[src/rtl/inst_cache.sv]
// Direct-mapped read-only instruction cache: combinational hit path, line refill over a
// word-per-beat req/ack bus, and whole-cache invalidation on flush.
module inst_cache #(
    parameter int unsigned LINES = 16,
    parameter int unsigned WORDS = 4
) (
    input  logic        clk_i,
    input  logic        rst_i,
    input  logic        rd_req_i,
    input  logic [31:0] rd_addr_i,
    output logic [31:0] rd_inst_o,
    output logic        rd_valid_o,
    input  logic        flush_i,
    output logic        mem_req_o,
    output logic [31:0] mem_addr_o,
    input  logic [31:0] mem_rdata_i,
    input  logic        mem_ack_i
);
    localparam int unsigned OB = $clog2(WORDS);
    localparam int unsigned IB = $clog2(LINES);
    localparam int unsigned TW = 32 - IB - OB - 2;
    localparam logic [31:0] Nop = 32'h0000_0013;
    localparam logic [OB-1:0] LastBeat = OB'(WORDS - 1);

    typedef enum logic {StIdle, StRefill} state_e;

    state_e          state_q;
    logic [LINES-1:0] valid_q;
    logic            flush_pend_q;
    logic [OB-1:0]   cnt_q;
    logic [IB-1:0]   ridx_q;
    logic [TW-1:0]   rtag_q;
    logic            mem_req_q;
    logic [31:0]     mem_addr_q;

    logic [TW-1:0]   tag_q  [LINES];
    logic [31:0]     data_q [LINES][WORDS];

    logic [OB-1:0]   off;
    logic [IB-1:0]   idx;
    logic [TW-1:0]   tag;
    logic            hit;
    logic            last_beat;
    logic            unused_addr;

    assign off         = rd_addr_i[OB+1:2];
    assign idx         = rd_addr_i[OB+IB+1:OB+2];
    assign tag         = rd_addr_i[31:OB+IB+2];
    assign unused_addr = ^rd_addr_i[1:0];

    // Flush forces a miss in its own cycle so a stale line is never returned.
    assign hit = (state_q == StIdle) && rd_req_i && !flush_i && valid_q[idx] && (tag_q[idx] == tag);
    assign last_beat = (state_q == StRefill) && mem_ack_i && (cnt_q == LastBeat);

    always_comb begin
        rd_valid_o = hit;
        rd_inst_o  = hit ? data_q[idx][off] : Nop;
    end

    assign mem_req_o  = mem_req_q;
    assign mem_addr_o = mem_addr_q;

    always_ff @(posedge clk_i or posedge rst_i) begin
        if (rst_i) begin
            state_q      <= StIdle;
            valid_q      <= '0;
            flush_pend_q <= 1'b0;
            cnt_q        <= '0;
            ridx_q       <= '0;
            rtag_q       <= '0;
            mem_req_q    <= 1'b0;
            mem_addr_q   <= '0;
        end else begin
            if (flush_i) begin
                valid_q <= '0;
            end
            unique case (state_q)
                StIdle: begin
                    if (rd_req_i && !hit && !flush_i) begin
                        ridx_q     <= idx;
                        rtag_q     <= tag;
                        cnt_q      <= '0;
                        mem_req_q  <= 1'b1;
                        mem_addr_q <= {rd_addr_i[31:OB+2], {(OB + 2){1'b0}}};
                        state_q    <= StRefill;
                    end
                end
                StRefill: begin
                    if (flush_i) begin
                        flush_pend_q <= 1'b1;
                    end
                    if (mem_ack_i) begin
                        cnt_q      <= cnt_q + 1'b1;
                        mem_addr_q <= mem_addr_q + 32'd4;
                    end
                    if (last_beat) begin
                        // A flush seen at any point of the refill leaves the line invalid.
                        if (!flush_pend_q && !flush_i) begin
                            valid_q[ridx_q] <= 1'b1;
                        end
                        flush_pend_q <= 1'b0;
                        mem_req_q    <= 1'b0;
                        state_q      <= StIdle;
                    end
                end
                default: state_q <= StIdle;
            endcase
        end
    end

    always_ff @(posedge clk_i) begin
        if ((state_q == StRefill) && mem_ack_i) begin
            data_q[ridx_q][cnt_q] <= mem_rdata_i;
        end
        if (last_beat) begin
            tag_q[ridx_q] <= rtag_q;
        end
    end
endmodule

[config.mk]
export PLATFORM = sky130hd
export DESIGN_NAME = inst_cache
export DESIGN_NICKNAME = d
export VERILOG_FILES = /design/src/rtl/inst_cache.sv
export SDC_FILE = /design/constraint.sdc
export NUM_CORES = 2
export LEC_CHECK = 0
export BUFFER_PORTS_ARGS = -buffer_cell sky130_fd_sc_hd__buf_2
export CAP_MARGIN = 20
export CORE_AREA = 2 2 468 470
export CTS_BUF_LIST = sky130_fd_sc_hd__clkbuf_4 sky130_fd_sc_hd__clkbuf_8
export CTS_CLUSTER_SIZE = 12
export DETAILED_ROUTE_END_ITERATION = 6
export DIE_AREA = 0 0 470 472
export GPL_ROUTABILITY_DRIVEN = 0
export SLEW_MARGIN = 5
export SYNTH_ARGS = -nofsm -noshare
export SYNTH_HDL_FRONTEND = slang
export SYNTH_SLANG_ARGS = --single-unit
[constraint.sdc]
create_clock -name clk_i -period 11.3 [get_ports clk_i]
set_clock_uncertainty 0.1 [all_clocks]
set_input_delay 2.825 -clock clk_i [delete_from_list [all_inputs] [get_ports clk_i]]
set_output_delay 2.825 -clock clk_i [all_outputs]
set_load 0.1 [all_outputs]
==> flow_summary.yaml <==
detailed_routing:
  ant_nets: 0
  avgRoutedWirePerCell_um: 31.5
  num_vias: 46200
  drt_iter0_drc: 5398
  drt-pass1-iter-count: 6
  wirelength_um: 245000
  vias_per_cell: 5.94
  drcViolationCount: 0
setup_path:
  slowest_stage: "buf_4"
  cp_cell_sequence: "buf_8, buf_12, buf_4, buf_4, mux4_2, mux4_2, mux4_2, nor2b_1, buf_2"
  worstPathArrival_ps: 7340
  crit_top_cell: "mux4_2"
  end_kind: "primary output"
  critPathTopFamily: "buffers and inverters"
  critical_path.startpoint: "rd_addr_i[4]"
  critPathBufInv: 5
  cp_max_fo: 52
  critPathLaunchType: "primary input"
  reg2reg_from: "state_q"
  critPathMaxStageDelay_ps: 660
  required_ps: 8380
  worstSetupPathType: "in2out"
timing:
  clock.fmax_ghz: 0.0974
  hold_viol: 0
  worstMarginPinSlew_ps: 1100
  rsz0062_at_grt: "false"
  maxSlewViolCount: 0
  slew_headroom_pct: 26.4
  post-route-min-period_ps: 10260
  finalSetupTns_ps: 0
  setup_viol: 0
  fin_crit_sh_pct: 90.8
final_layout:
  drive_gt1_share_pct: 36.4
  nets: 4677
  area_growth_pct: 14.0
  stdcell_area_um2: 110000
synthesis:
  synth_ff_type: "edfxtp_1"
  ys_seq_elements: 2511
  ys_warn_count: 0
  synth-edff-count: 2432
  syn_area_um2: 96900
  synth_top_area_cell: "edfxtp_1"
  ys_types: 56
  synth_area_leaders: "edfxtp_1, mux4_2, dfrtp_1"
  synthArstFlopShare_pct: 3.15
  synth_top_area_share_pct: 75.4
  yosysSeqAreaShare_pct: 77.4
  syn_inst: 4124
  syn_avg_cell_area_um2: 23.5
worst_hold_path:
  worst_hold_startpoint: "mem_req_o"
  worst_hold_path_type: "reg2reg"
floorplanning:
  coreArea_um2: 217000
  start_util_pct: 44.8
  die_h_um: 472
  io_pins: 135
  die_x_um: 470
  core.rowCount: 171
  die_area_um2: 222000
global_route:
  grt_overflow_total: 0
  grt.total_usage_pct: 22.0
  grt_pass1_vias: 47200
  grt_max_degree: 126
  grt_pass1_wl_um: 347000
  grt_antenna_before_repair: 16
clock_network:
  tritoncts: "yes"
  h-tree-depth: 5
  post_cts_buffers: 0
  cts_buffer_depth: 4
  clock_latency_ps: 1020
  clkSlewWorstSetupHoldPaths_ps: 60
  cts_sinks: 2511
  ctsResizeCount: 0
  hold_buffers: 0
  cts_buffers: 409
  clockRootBuffer: "clkbuf_8"
placed_design:
  placed_area_um2: 102000
  dp_hpwl_um: 126000
  portBuffers: 130
job:
  maxCapViolations: 0
power:
  leakage_uw: 0.0348
  peakVddDrop_uv: 157
  power_density_nw_per_um2: 186
outcome:
  status: "complete, no violations"
-- flip-flops by register name, indices dropped and copies added (netlist names) --
signal and cells:
cnt_q 2, rtag_q 24, ridx_q 4, mem_addr_o 30, state_q 1, data_q 2048
valid_q 16, tag_q 384, flush_pend_q 1, mem_req_o 1
-- metrics by stage --
stage,power (uW),hold slack [ps],worst slack [ps],cells,util (%)
after global routing,21300,400,699,7769,51.0
after global placement,13200,362,936,7018,47.2
final,20600,390,1040,7771,51.0
after CTS,20700,387,914,7742,50.8
after floorplan,12400,361,12.9,4125,-
after detailed placement,13300,373,931,7022,47.2
-- final timing paths --
kind | depth (start not counted) | to | slack, ps
worst max register to register | 10 | mem_addr_o[10] | 6270
worst min register to register | 1 | mem_req_o | 390
worst max-delay path | 9 | rd_inst_o[15] | 1040
worst min-delay path | 1 | mem_req_o | 390
min in group asynchronous | 2 | mem_addr_o[18] | 1790
max in group asynchronous | 3 | ridx_q[2] | 8140
-- layout by cell type (no fill, tap or decap), types with 6 or more instances in the layout --
cell and count:
nand3_1 26, buf_4 124, a221o_1 18, a21oi_1 20, o22ai_1 23, and3_1 8, a311oi_2 7, nor2_4 64
mux2i_1 58, dfrtp_1 79, mux2_2 49, a211oi_1 23, buf_12 51, xor2_1 19, edfxtp_1 2432, nor3_1 12
clkinv_2 45, nor2_1 42, clkinv_1 100, nand2_1 69, clkbuf_4 132, and2_1 8, xnor2_1 18, nand2b_1 6
mux4_2 740, buf_16 7, nand4_1 11, clkbuf_8 429, or4_1 6, buf_2 103, a31oi_1 10, clkinvlp_4 7
nor2b_1 38, o21ai_0 21, inv_1 31
-- area by class of cell --
class                   count  area, um^2
fillers                 17000      106000
multi-input cells        1357       21300
diodes                      5        12.5
clock inverters           159         808
flip-flops and latches   2511       75000
clock buffers             561        6900
repair buffers            290        2730
well taps                2854        3570
inverters                  34         134
-- cells in the mapped netlist (5+ instances only) --
cell type and count:
nand4_1 11, nor2_1 106, a311oi_1 9, a31oi_1 10, xor2_1 19, nand2_1 70, nor3_1 12, edfxtp_1 2432
and2_1 8, inv_1 33, a21oi_1 21, mux2i_1 58, o22ai_1 23, and3_1 8, nor2b_1 38, a21o_1 5
ha_1 5, nand3_1 26, xnor2_1 18, clkbuf_1 114, a221oi_1 5, a221o_1 18, buf_1 50, mux2_2 49
buf_4 10, mux4_2 740, buf_2 45, a211oi_1 23, dfrtp_1 79, or2_2 5, o21ai_0 21, or4_1 6
nand2b_1 6
-- routing by layer --
metal / wire length (um) / GRT usage [%] / vias to the layer above
met2: 120000 / 35.3 / 1949
met4: 5770 / 6.50 / 8
met3: 19000 / 4.16 / 397
met1: 100000 / 30.9 / 25100
met5: 48 / 0 / -
li1: - / - / 18700
-- where the power goes --
part	switching [uW]	total, uW	internal [uW]
Sequential	341	11100	10800
Clock	3490	7510	4020
Combinational	1350	1980	625
Total	5180	20600	15400
-- logic make-up (layout without fill, tap and decap cells) --
kind of cell | after synthesis | after routing | share of synthesized area, %
DFF | 2511 | 2511 | 77.4
muxes | 847 | 847 | 18.4
and+or+nand+nor | 304 | 304 | 1.48
buffers and inverters | 257 | 1044 | 1.12
AOI/OAI and AO/OA | 162 | 162 | 1.23
xor gates and xnor gates | 37 | 37 | 0.334
adders and majority gates | 5 | 5 | 0.0646
other | 1 | 7 | 0.00387
No activity file was read; power rests on OpenSTA's default activity.
